**config.mk**
```make
export PLATFORM = sky130hd
export DESIGN_NAME = store_op_issuer
export DESIGN_NICKNAME = d
export VERILOG_FILES = /design/src/rtl/store_op_issuer.sv
export SDC_FILE = /design/constraint.sdc
export NUM_CORES = 1
export LEC_CHECK = 0
export ABC_CLOCK_PERIOD_IN_PS = 6200
export CORE_ASPECT_RATIO = 0.9
export CORE_MARGIN = 2
export CORE_UTILIZATION = 50
export CTS_CLUSTER_DIAMETER = 100
export DETAILED_ROUTE_END_ITERATION = 7
export PLACE_DENSITY = 0.68
export SYNTH_ARGS = -nofsm -noshare
export SYNTH_HDL_FRONTEND = slang
export SYNTH_SLANG_ARGS = --single-unit
```
**constraint.sdc**
```tcl
create_clock -name clk_i -period 6.2 [get_ports clk_i]
set_input_delay 0.62 -clock clk_i [delete_from_list [all_inputs] [get_ports clk_i]]
set_output_delay 0.62 -clock clk_i [all_outputs]
set_load 0.05 [all_outputs]
```
**src/rtl/store_op_issuer.sv**
```systemverilog
// rtl/store_op_issuer.sv - store operand stream transmitter with instruction beat tracking
module store_op_issuer #(
   parameter int DataDepth    = 4,
   parameter int InsnDepth    = 2,
   parameter int BeatCntWidth = 8,
   parameter int IdWidth      = 4,
   parameter int DataWidth    = 32
) (
   input  logic                    clk_i,
   input  logic                    rst_ni,
   input  logic                    flush_i,
   input  logic                    insn_valid_i,
   output logic                    insn_ready_o,
   input  logic [IdWidth-1:0]      insn_id_i,
   input  logic [BeatCntWidth-1:0] beat_cnt_i,
   input  logic                    data_valid_i,
   output logic                    data_ready_o,
   input  logic [DataWidth-1:0]    data_i,
   output logic                    store_op_valid_o,
   output logic [DataWidth-1:0]    store_op_o,
   input  logic                    store_op_gnt_i,
   output logic                    done_o,
   output logic [IdWidth-1:0]      done_insn_id_o
);

   localparam int DPW = $clog2(DataDepth);
   localparam int IPW = $clog2(InsnDepth);
   localparam int DCW = DPW + 1;
   localparam int ICW = IPW + 1;
   localparam logic [DCW-1:0] DataFull = DCW'(DataDepth);
   localparam logic [ICW-1:0] InsnFull = ICW'(InsnDepth);

   // data FIFO state
   logic [DataWidth-1:0]    dmem_q [DataDepth];
   logic [DataWidth-1:0]    dmem_d [DataDepth];
   logic [DPW-1:0]          dwr_q, dwr_d, drd_q, drd_d;
   logic [DCW-1:0]          dcnt_q, dcnt_d;

   // instruction queue state; the count field of the head entry is decremented in place
   logic [IdWidth-1:0]      iid_q [InsnDepth];
   logic [IdWidth-1:0]      iid_d [InsnDepth];
   logic [BeatCntWidth-1:0] irem_q [InsnDepth];
   logic [BeatCntWidth-1:0] irem_d [InsnDepth];
   logic [IPW-1:0]          iwr_q, iwr_d, ird_q, ird_d;
   logic [ICW-1:0]          icnt_q, icnt_d;

   // completion report
   logic                    done_q, done_d;
   logic [IdWidth-1:0]      done_id_q, done_id_d;

   // control decode
   logic                    data_full, data_empty, insn_full, insn_empty;
   logic                    data_push, insn_push, fire, insn_pop;
   logic [BeatCntWidth-1:0] head_rem;
   logic [IdWidth-1:0]      head_id;

   // status flags, output stream and handshake decode, all from registered state plus inputs
   always_comb begin
      data_full        = (dcnt_q == DataFull);
      data_empty       = (dcnt_q == '0);
      insn_full        = (icnt_q == InsnFull);
      insn_empty       = (icnt_q == '0);
      head_rem         = irem_q[ird_q];
      head_id          = iid_q[ird_q];
      insn_ready_o     = !insn_full;
      data_ready_o     = !data_full;
      store_op_valid_o = !data_empty && !insn_empty && (head_rem != '0);
      store_op_o       = data_empty ? '0 : dmem_q[drd_q];
      data_push        = data_valid_i && !data_full;
      insn_push        = insn_valid_i && !insn_full;
      // a grant without valid is dropped here
      fire             = store_op_gnt_i && store_op_valid_o;
      // zero-beat heads retire immediately; others retire on their last granted beat
      insn_pop         = !insn_empty && ((head_rem == '0) ||
                                         (fire && (head_rem == BeatCntWidth'(1))));
   end

   // data FIFO next state; flush discards contents and same-cycle push/pop
   always_comb begin
      dmem_d = dmem_q;
      dwr_d  = dwr_q;
      drd_d  = drd_q;
      dcnt_d = dcnt_q;
      if (flush_i) begin
         dwr_d  = '0;
         drd_d  = '0;
         dcnt_d = '0;
      end else begin
         if (data_push) begin
            dmem_d[dwr_q] = data_i;
            dwr_d         = dwr_q + 1'b1;
         end
         if (fire) begin
            drd_d = drd_q + 1'b1;
         end
         case ({data_push, fire})
            2'b10:   dcnt_d = dcnt_q + 1'b1;
            2'b01:   dcnt_d = dcnt_q - 1'b1;
            default: dcnt_d = dcnt_q;
         endcase
      end
   end

   // instruction queue next state; head count decrements on every granted beat
   always_comb begin
      iid_d  = iid_q;
      irem_d = irem_q;
      iwr_d  = iwr_q;
      ird_d  = ird_q;
      icnt_d = icnt_q;
      if (flush_i) begin
         iwr_d  = '0;
         ird_d  = '0;
         icnt_d = '0;
      end else begin
         // push slot never aliases the head: equal pointers mean empty (no head) or full (no push)
         if (insn_push) begin
            iid_d[iwr_q]  = insn_id_i;
            irem_d[iwr_q] = beat_cnt_i;
            iwr_d         = iwr_q + 1'b1;
         end
         if (fire) begin
            irem_d[ird_q] = head_rem - 1'b1;
         end
         if (insn_pop) begin
            ird_d = ird_q + 1'b1;
         end
         case ({insn_push, insn_pop})
            2'b10:   icnt_d = icnt_q + 1'b1;
            2'b01:   icnt_d = icnt_q - 1'b1;
            default: icnt_d = icnt_q;
         endcase
      end
   end

   // completion pulse one cycle after the retiring edge, suppressed by flush
   always_comb begin
      done_d    = insn_pop && !flush_i;
      done_id_d = done_id_q;
      if (insn_pop && !flush_i) begin
         done_id_d = head_id;
      end
   end

   assign done_o         = done_q;
   assign done_insn_id_o = done_id_q;

   // state registers with asynchronous clear
   always_ff @(posedge clk_i or negedge rst_ni) begin
      if (!rst_ni) begin
         for (int i = 0; i < DataDepth; i++) begin
            dmem_q[i] <= '0;
         end
         for (int i = 0; i < InsnDepth; i++) begin
            iid_q[i]  <= '0;
            irem_q[i] <= '0;
         end
         dwr_q     <= '0;
         drd_q     <= '0;
         dcnt_q    <= '0;
         iwr_q     <= '0;
         ird_q     <= '0;
         icnt_q    <= '0;
         done_q    <= 1'b0;
         done_id_q <= '0;
      end else begin
         dmem_q    <= dmem_d;
         iid_q     <= iid_d;
         irem_q    <= irem_d;
         dwr_q     <= dwr_d;
         drd_q     <= drd_d;
         dcnt_q    <= dcnt_d;
         iwr_q     <= iwr_d;
         ird_q     <= ird_d;
         icnt_q    <= icnt_d;
         done_q    <= done_d;
         done_id_q <= done_id_d;
      end
   end

endmodule

```
==> qor.yml, run 1 <==
area_growth_pct: 19.8
power.clock.fraction_pct: 27.1
pre_cts_slack_ns: 2.75
p_leak_nw: 4.10
chipWidth_um: 138
drt-pass1-iter-count: 4
fin_crit_ns: 3.89
ios: 90
rows: 44
cts_setup_buffers: 0
gr-usage-all-layers_pct: 21.3
hold_path.class: "input pin to async pin"
ant_nets: 0
post_cts_resize_count: 0
wl_per_cell_um: 19.4
cts_inserted_buffers: 17
finalCritPeriodShare_pct: 62.7
synth_cells: 598
wl_um: 17300
clk_pin_slew_ns: 0.06
synth_warnings: 0
place.gp.congestion: 0.897
die_h_um: 125
insertion_delay_ns: 0.43
switching_share_pct: 30.4
crit_fanout: 23
asyncSetResetFlopFracSynth_pct: 100
worst_slew_pin_slew_ns: 0.959
reg2reg_depth: 9
critPathLaunch: "ird_q"
critPathRequiredTime_ns: 5.58
synth_edf_count: 0
synth-seq-area-share_pct: 51.7
final_hold_viol_count: 0
grt_setup_unrepaired: "false"
vdd_ir_drop_max_v: 0.000243
fin_util_pct: 60.8
grt_pass1_wl_um: 28800
pwr-share-seq_pct: 43.4
antenna_found_initial: 0
placed_area_mm2: 0.00916
initial_core_util_pct: 50.7
crit_path_end: "store_op_valid_o"
viasPerCell: 5.72
drive_above_1_share_pct: 32.2
drv_slew: 0
finalClockSkew_ns: 0.00942
grt_pass1_vias: 5464
cts_hold_buf: 0
grt-ovfl-total: 0
synth.avg_cell_area_um2: 13.6
final_area_mm2: 0.00973
r2r_slack_ns: 2.93
power_density_mw_per_mm2: 390
clock_sinks: 168
drtIter0Drc: 287
synth.distinct_cells: 56
dieArea_mm2: 0.0173
outcome: "finished clean"
drc_errors: 0
end_kind: "primary output"
dr_total_vias: 5118
cap_violations: 0
arrival_ns: 3.27
core_region_area_mm2: 0.0160
setup_viol: 0
tns_ns: 0
antenna_cells: 0
fill_cells: 1250
slew_headroom_pct: 35.9
syn-cell-area_mm2: 0.00813
synth_fp_nets: 655
layout_setup_ws_ns: 2.31
root_buffer: "clkbuf_16"
dpl.hpwl_um: 11200
cts_tree: "done"
p_int_mw: 2.64
port_buffers: 89
nets: 732
fmax_ghz: 0.257
grt_start_max_net_pins: 107
crit_type: "flip-flop to primary output"
clockBufferDepth: 2
cp-start-kind: "flip-flop"
htree_levels: 4
reg2reg_to: "dcnt_q[2]"
power_frac_comb_pct: 29.5
synth_flop_cell: "dfrtp_1"
r2r-start: "ird_q"
power.switching_mw: 1.15
ys_ff_latch: 168
## power groups by stage
| stage | clock (mW) | sequential, mW | combinational, mW |
|---|---|---|---|
| after CTS | 1.05 | 1.64 | 1.13 |
| after floorplan | 0 | 1.58 | 0.843 |
| after global placement | 0 | 1.64 | 1.10 |
| after detailed placement | 0 | 1.66 | 1.13 |
| after global routing | 1.10 | 1.69 | 1.20 |
| final | 1.03 | 1.65 | 1.12 |
## synth_stat cells, types with 2 or more instances
master | number | share of area [%]
o21a_1 | 2 | 0.18
nor3_1 | 16 | 0.99
nor2b_1 | 8 | 0.62
ha_1 | 6 | 0.92
a2bb2oi_1 | 2 | 0.22
xnor2_1 | 4 | 0.43
dfrtp_1 | 168 | 52
nor4_1 | 4 | 0.31
o22ai_1 | 3 | 0.23
nor3b_1 | 3 | 0.28
or3b_2 | 2 | 0.22
o211ai_1 | 2 | 0.18
nand3_1 | 2 | 0.12
nand2_1 | 11 | 0.51
mux2_2 | 136 | 19
o21ai_0 | 5 | 0.31
or3_1 | 2 | 0.15
a21o_1 | 2 | 0.18
clkbuf_1 | 13 | 0.60
a221o_1 | 4 | 0.49
nand3b_1 | 2 | 0.18
a21oi_1 | 14 | 0.86
a211oi_1 | 7 | 0.65
mux4_2 | 32 | 8.9
a221oi_1 | 3 | 0.32
nand2b_1 | 6 | 0.46
and2_1 | 34 | 2.6
and3_1 | 2 | 0.15
mux2i_1 | 12 | 1.5
xor2_1 | 5 | 0.54
buf_2 | 21 | 1.3
nor2_1 | 33 | 1.5
inv_1 | 9 | 0.42
## sequential cells by signal, indices dropped and copies added, names as in the netlist
signal          cells
dwr_q               2
iwr_q               1
icnt_q              2
done_o              1
iid_q               8
ird_q               1
done_insn_id_o      4
dcnt_q              3
irem_q             16
drd_q               2
dmem_q            128
## stage by stage
stage,hold WS (ns),instances,total power [mW]
2_1_floorplan,0.324,598,2.43
3_3_place_gp,0.481,863,2.74
3_5_place_dp,0.488,863,2.79
4_1_cts,0.330,894,3.83
5_1_grt,0.349,894,3.99
6_report,0.260,894,3.79
## worst max-delay path: stages, from the launching register on
cell and delay (ns):
dfrtp_1 0.89, mux2i_1 0.24, ha_1 0.32, o21a_1 0.23, a211oi_1 0.30, clkdlybuf4s50_1 0.86
## cell usage in the layout, fill, tap and decap left out, types with 3 or more instances in the layout
cell type        count
nor2_1              33
a211oi_1             7
clkdlybuf4s50_1     88
nand2b_1             6
a221o_1              4
a21oi_1             14
nand2_2              4
xor2_1               5
ha_1                 6
a221oi_1             3
and2_1              34
nor3b_1              3
dfrtp_1            166
clkbuf_16           17
nor2b_1              8
o22ai_1              3
mux2i_1             12
nor3_1              16
nor4_1               4
mux4_2              32
inv_1                9
xnor2_1              4
o21ai_0              5
nand2_1              7
clkinv_2             6
buf_4                4
clkbuf_8             3
mux2_2             136
## routing by layer
layer / global-route usage [%] / routed length [µm] / vias up
li1: - / - / 2332
met1: 29.6 / 7960 / 2668
met2: 33.3 / 8360 / 104
met3: 6.28 / 839 / 14
met4: 5.34 / 156 / 0
met5: 0 / 0 / -
## worst min path at each step
| stage | from | endpoint | slack (ns) | depth (start not counted) |
|---|---|---|---|---|
| after global placement | dmem_q[36] | dmem_q[36] | 0.48 | 1 |
| after detailed placement | dmem_q[55] | dmem_q[55] | 0.49 | 1 |
| after floorplan | rst_ni | dcnt_q[0] | 0.32 | 0 |
| after global routing | rst_ni | dmem_q[101] | 0.35 | 1 |
| final | rst_ni | dmem_q[69] | 0.26 | 1 |
| after CTS | rst_ni | dmem_q[101] | 0.33 | 1 |
## kinds of logic after synthesis
group	after synthesis	synth area share, %
muxes	182	29.5
DFF	168	51.7
and+or+nand+nor	133	9.18
AOI/OAI and AO/OA	55	5.07
buffers and inverters	44	2.36
xor gates and xnor gates	9	0.970
adders and majority gates	7	1.17
## layout make-up
type / instances / area (µm²) / share of cell area, %
Clock buffer: 22 / 474 / 4.87
Multi-Input combinational cell: 386 / 3740 / 38.4
Tap cell: 207 / 259 / 2.66
Inverter: 9 / 33.8 / 0.347
Timing Repair Buffer: 93 / 922 / 9.47
Sequential cell: 168 / 4210 / 43.2
Clock inverter: 9 / 98.8 / 1.02
No activity file was read; power rests on OpenSTA's default activity.
==> run 2, diff against run 1 <==
--- a/config.mk
+++ b/config.mk
@@ -5,13 +5,13 @@
 export SDC_FILE = /design/constraint.sdc
 export NUM_CORES = 1
 export LEC_CHECK = 0
-export ABC_CLOCK_PERIOD_IN_PS = 6200
+export ABC_CLOCK_PERIOD_IN_PS = 3300
 export CORE_ASPECT_RATIO = 0.9
 export CORE_MARGIN = 2
 export CORE_UTILIZATION = 50
 export CTS_CLUSTER_DIAMETER = 100
 export DETAILED_ROUTE_END_ITERATION = 7
-export PLACE_DENSITY = 0.68
+export PLACE_DENSITY = 0.71
 export SYNTH_ARGS = -nofsm -noshare
 export SYNTH_HDL_FRONTEND = slang
 export SYNTH_SLANG_ARGS = --single-unit
==> constraint.sdc (replaced) <==
create_clock -name clk_i -period 3.3 [get_ports clk_i]
set_input_delay 0.33 -clock clk_i [delete_from_list [all_inputs] [get_ports clk_i]]
set_output_delay 0.33 -clock clk_i [all_outputs]
set_load 0.05 [all_outputs]
==> qor.yml, run 2 (same netlist as run 1, synthesis figures left out) <==
p_leak_nw: 4.17  # +1.7%
cp_num_buf_inv: 2  # +1
dr_total_vias: 5211  # +1.8%
cts_tree: "done"
power.switching_mw: 2.18  # +89%
grt_start_max_net_pins: 91  # -15%
dpl.hpwl_um: 11800  # +5.1%
top_regs: "dmem_q: 128 flops, irem_q: 16 flops, iid_q: 8 flops"
cp-start-kind: "flip-flop"
drv_slew: 0  # unchanged
area_growth_pct: 21.5
path_cells: "buf_4 > mux4_2 > and2_1 > clkdlybuf4s50_1"
post_cts_resize_count: 0  # unchanged
worst_slew_pin_slew_ns: 0.844  # -0.114 ns
clock_sinks: 168  # unchanged
die_h_um: 125  # unchanged
fin_hold_ws_ns: -0.0222  # -0.283 ns
outcome: "finished with violations"
crit_family: "buffers and inverters"
gr-usage-all-layers_pct: 21.8  # +0.50 points
insertion_delay_ns: 0.42  # about the same
clockBufferDepth: 2  # unchanged
top_register: "dmem_q"
power.clock.fraction_pct: 26.4  # -0.7 points
slowest_stage: "clkdlybuf4s50_1"
cts_hold_buf: 0  # unchanged
tns_ns: 0  # unchanged
crit_fanout: 9  # -61%
place.gp.congestion: 0.862  # -3.9%
cts_setup_buffers: 0  # unchanged
ios: 90  # unchanged
chipWidth_um: 138  # unchanged
antenna_found_initial: 0  # unchanged
drc_errors: 0  # unchanged
end_kind: "primary output"
root_buffer: "clkbuf_16"
grt_setup_unrepaired: "false"
switching_share_pct: 30.8  # +0.36 points
rows: 44  # unchanged
setup_viol: 0  # unchanged
violations: "negative hold slack"
crit_type: "flip-flop to primary output"
p_int_mw: 4.92  # +86%
ant_nets: 0  # unchanged
grt_pass1_wl_um: 29800  # +3.7%
antenna_cells: 0  # unchanged
wl_per_cell_um: 19.5  # +0.63%
final_cell_mix: "dfrtp_1, mux2_2, clkdlybuf4s50_1, and2_1, nor2_1"
initial_core_util_pct: 50.7  # unchanged
clk_pin_slew_ns: 0.06  # about the same
grt_pass1_vias: 5712  # +4.5%
power_frac_comb_pct: 30.3  # +0.8 points
layout_commonest_cell: "dfrtp_1"
cap_violations: 0  # unchanged
grt-ovfl-total: 0  # unchanged
critPathRequiredTime_ns: 2.97  # -2.61 ns
viasPerCell: 5.74  # +0.25%
hold_path.class: "input pin to async pin"
finalClockSkew_ns: 0.0117  # +0.00227 ns
power_density_mw_per_mm2: 719  # +85%
drtIter0Drc: 218  # -24%
finalCritPeriodShare_pct: 91.4
arrival_ns: 2.69  # -0.58 ns
cts_inserted_buffers: 17  # unchanged
dieArea_mm2: 0.0173  # unchanged
htree_levels: 4  # unchanged
fmax_ghz: 0.332
wl_um: 17700  # +2.2%
drt-pass1-iter-count: 4  # unchanged
power_mw: 7.10  # +87%
core_region_area_mm2: 0.0160  # unchanged
drive_above_1_share_pct: 33.2  # +1.1 points
largest_reg_flops: 128  # unchanged
port_buffers: 89  # unchanged
vdd_ir_drop_max_v: 0.000430  # +77%
fin_crit_ns: 3.02
final_hold_viol_count: 19  # +19
pwr-share-seq_pct: 43.4  # about the same
max_stage_delay_ns: 0.70  # -0.19 ns
slew_headroom_pct: 43.7  # +7.8 points
nets: 745  # +1.8%
## run 2: final timing paths
check	to	start	cells after the start	slack, ns
min	dmem_q[70]	rst_ni	1	-0.02
min in group clk_i	dmem_q[35]	dmem_q[35]	1	0.50
min reg2reg	dmem_q[35]	dmem_q[35]	1	0.50
max	store_op_o[31]	drd_q[0]	4	0.28
max reg2reg	dcnt_q[2]	ird_q	9	0.34
max in group asynchronous	dmem_q[111]	rst_ni	2	2.40
## run 2: area by class of cell
class                      instances  area (µm²)
tap                              207         259
sequential                       168        4210
timing repair buffer             106        1080
fill                            1185        6150
multi-input combinational        386        3740
clock buffer                      25         485
inverter                           9        33.8
clock inverter                     7        66.3
## run 2: per-layer routing
metal  global-route usage, %  part of all wire [%]  up-vias
li1                        -                     -     2368
met3                    5.06                   4.1       21
met2                    34.7                    49      104
met4                    7.38                   1.4        0
met1                    29.8                    45     2718
met5                       0                     0        -
## run 2: worst register-to-register path: cells and delay by family (launching register included)
| kind | cells | cell delay (ns) |
|---|---|---|
| adder cells (fa/ha/maj) | 2 | 0.67 |
| AND/OR/NAND/NOR | 2 | 0.24 |
| flip-flops | 1 | 0.61 |
| AO/OA/AOI/OAI | 2 | 0.51 |
| multiplexers | 3 | 0.81 |
## run 2: metrics by stage
step / util [%] / cells / setup WS [ns] / instance area (µm²)
floorplan: - / 598 / 0.339 / 8130
global placement: 58.2 / 876 / 0.506 / 9320
detailed placement: 58.2 / 876 / 0.369 / 9320
CTS: 61.6 / 908 / 0.236 / 9870
global route: 61.6 / 908 / 0.114 / 9870
finish: 61.6 / 908 / 0.283 / 9870
## run 2: power by group through the flow
stage | Clock, mW | Sequential, mW | Combinational, mW
floorplan | 0 | 2.98 | 1.58
global placement | 0 | 3.05 | 2.09
detailed placement | 0 | 3.11 | 2.16
CTS | 1.92 | 3.08 | 2.17
global route | 2.01 | 3.16 | 2.31
finish | 1.87 | 3.08 | 2.15
==> run 3, diff against run 2 <==
--- a/config.mk
+++ b/config.mk
@@ -8,10 +8,11 @@
 export ABC_CLOCK_PERIOD_IN_PS = 3300
 export CORE_ASPECT_RATIO = 0.9
 export CORE_MARGIN = 2
-export CORE_UTILIZATION = 50
+export CORE_UTILIZATION = 45
 export CTS_CLUSTER_DIAMETER = 100
 export DETAILED_ROUTE_END_ITERATION = 7
-export PLACE_DENSITY = 0.71
+export GPL_ROUTABILITY_DRIVEN = 0
+export PLACE_DENSITY = 0.65
 export SYNTH_ARGS = -nofsm -noshare
 export SYNTH_HDL_FRONTEND = slang
 export SYNTH_SLANG_ARGS = --single-unit
==> qor.yml, run 3 (same netlist as run 1, synthesis figures left out) <==
viasPerCell: 5.49  # -4.3%
tns_ns: 0  # unchanged
cts_hold_buf: 0  # unchanged
post_cts_resize_count: 0  # unchanged
max_stage_delay_ns: 0.70  # about the same
ios: 90  # unchanged
dieArea_mm2: 0.0191  # +11%
fill_cells: 1472  # +24%
clk_pin_slew_ns: 0.06  # about the same
clock_sinks: 168  # unchanged
cts_setup_buffers: 0  # unchanged
initial_core_util_pct: 46.0  # -4.7 points
setup_viol: 0  # unchanged
p_leak_nw: 4.18  # +0.31%
critPathRequiredTime_ns: 2.97  # about the same
power.switching_mw: 2.15  # -1.3%
cp-start-kind: "flip-flop"
critPathLaunch: "drd_q[0]"
fin_hold_ws_ns: -0.0158  # +0.00638 ns
final_hold_viol_count: 16  # -3
grt_pass1_vias: 5592  # -2.1%
crit_path_end: "store_op_o[0]"
power.clock.fraction_pct: 27.7  # +1.3 points
slowest_stage: "clkdlybuf4s50_1"
antenna_found_initial: 0  # unchanged
seq_area_mm2: 0.00421  # unchanged
power_density_mw_per_mm2: 724  # +0.61%
power_frac_comb_pct: 29.6  # -0.7 points
drtIter0Drc: 310  # +42%
drt-pass1-iter-count: 4  # unchanged
path_cells: "buf_4 > mux4_2 > and2_1 > clkdlybuf4s50_1"
cp_num_buf_inv: 2  # unchanged
switching_share_pct: 30.0  # -0.79 points
dr_total_vias: 5166  # -0.86%
reg2reg_to: "dcnt_q[2]"
insertion_delay_ns: 0.43  # about the same
reg2reg_depth: 9  # unchanged
rows: 46  # +4.5%
crit_fanout: 22  # +13
pwr-share-seq_pct: 42.7  # -0.7 points
multiInputGateArea_mm2: 0.00374  # unchanged
grt-ovfl-total: 0  # unchanged
clockBufferDepth: 2  # unchanged
grt_start_max_net_pins: 88  # -3.3%
p_int_mw: 5.04  # +2.5%
wl_per_cell_um: 18.8  # -3.7%
finalClockSkew_ns: 0.00990  # -0.00179 ns
cts_inserted_buffers: 17  # unchanged
fin_crit_ns: 2.97  # -0.0474 ns
antenna_cells: 0  # unchanged
die_h_um: 131  # +5.2%
final_cell_mix: "dfrtp_1, mux2_2, clkdlybuf4s50_1, and2_1, nor2_1"
gr-usage-all-layers_pct: 19.5  # -2.3 points
finalCritPeriodShare_pct: 90.0  # -1.4 points
cp.depth: 4  # unchanged
core_region_area_mm2: 0.0177  # +10%
crit_family: "buffers and inverters"
crit_type: "flip-flop to primary output"
top_regs: "dmem_q: 128 flops, irem_q: 16 flops, iid_q: 8 flops"
r2r-start: "ird_q"
worst_slew_pin_slew_ns: 0.818  # -0.0266 ns
dpl.hpwl_um: 11900  # +0.77%
htree_levels: 4  # unchanged
chipWidth_um: 146  # +5.3%
largest_reg_flops: 128  # unchanged
outcome: "finished with violations"
top_register: "dmem_q"
drv_slew: 0  # unchanged
wl_um: 17700  # -0.23%
fmax_ghz: 0.337  # +1.6%
layout_commonest_cell: "dfrtp_1"
end_kind: "primary output"
area_growth_pct: 22.3
drive_above_1_share_pct: 33.2  # unchanged
cap_violations: 0  # unchanged
cts_tree: "done"
root_buffer: "clkbuf_16"
slew_headroom_pct: 45.5  # +1.8 points
port_buffers: 89  # unchanged
nets: 745  # unchanged
r2r_slack_ns: 0.37  # +0.03 ns
drc_errors: 0  # unchanged
grt_pass1_wl_um: 29300  # -1.6%
arrival_ns: 2.64  # -0.05 ns
hold_path.class: "input pin to async pin"
grt_setup_unrepaired: "false"
violations: "negative hold slack"
vdd_ir_drop_max_v: 0.000382  # -11%
ant_nets: 0  # unchanged
## run 3: cell count changes in the layout (fill, tap and decap cells not counted)
cell / change
buf_12: -1
buf_4: +1
bufinv_16: +2
clkbuf_8: -1
clkinv_2: -1
clkinvlp_4: +1
inv_6: -1
## run 3: worst min path at each step
stage	startpoint	endpoint	slack [ns]	cells after the start
finish	rst_ni	dmem_q[106]	-0.02	1
global route	rst_ni	dmem_q[5]	0.05	1
CTS	rst_ni	dmem_q[106]	0.004	1
detailed placement	rst_ni	dmem_q[106]	0.46	1
global placement	rst_ni	dmem_q[106]	0.44	1
floorplan	rst_ni	dcnt_q[0]	0.03	0
## run 3: power by group through the flow
stage	logic (mW)	registers (mW)	clock network, mW
after global routing	2.29	3.15	2.14
after CTS	2.16	3.06	2.05
after detailed placement	2.15	3.09	0
final	2.13	3.07	1.99
after floorplan	1.58	2.98	0
after global placement	2.10	3.04	0
## run 3: layout make-up
type                            instances  area share [%]
Sequential cell                       168            42.3
Tap cell                              240            3.02
Clock buffer                           24            4.75
Inverter                                9           0.340
Multi-Input combinational cell        386            37.6
Clock inverter                          8            1.21
Timing Repair Buffer                  106            10.7
## run 3: metrics by stage
stage / total power [mW] / instances / instance area (µm²) / utilization [%] / setup slack, ns
3_5_place_dp: 5.25 / 909 / 9350 / 52.9 / 0.391
5_1_grt: 7.57 / 941 / 9940 / 56.3 / 0.192
4_1_cts: 7.27 / 941 / 9940 / 56.3 / 0.236
3_3_place_gp: 5.14 / 909 / 9350 / 52.9 / 0.513
6_report: 7.19 / 941 / 9940 / 56.3 / 0.331
2_1_floorplan: 4.56 / 598 / 8130 / - / 0.339
## run 3: per-layer routing
layer | vias to the layer above | track usage, % | part of all wire [%]
met5 | - | 0 | 0
met4 | 0 | 6.59 | 1.5
met3 | 21 | 4.51 | 4.6
met2 | 121 | 30.2 | 46
met1 | 2656 | 27.2 | 47
li1 | 2368 | - | -
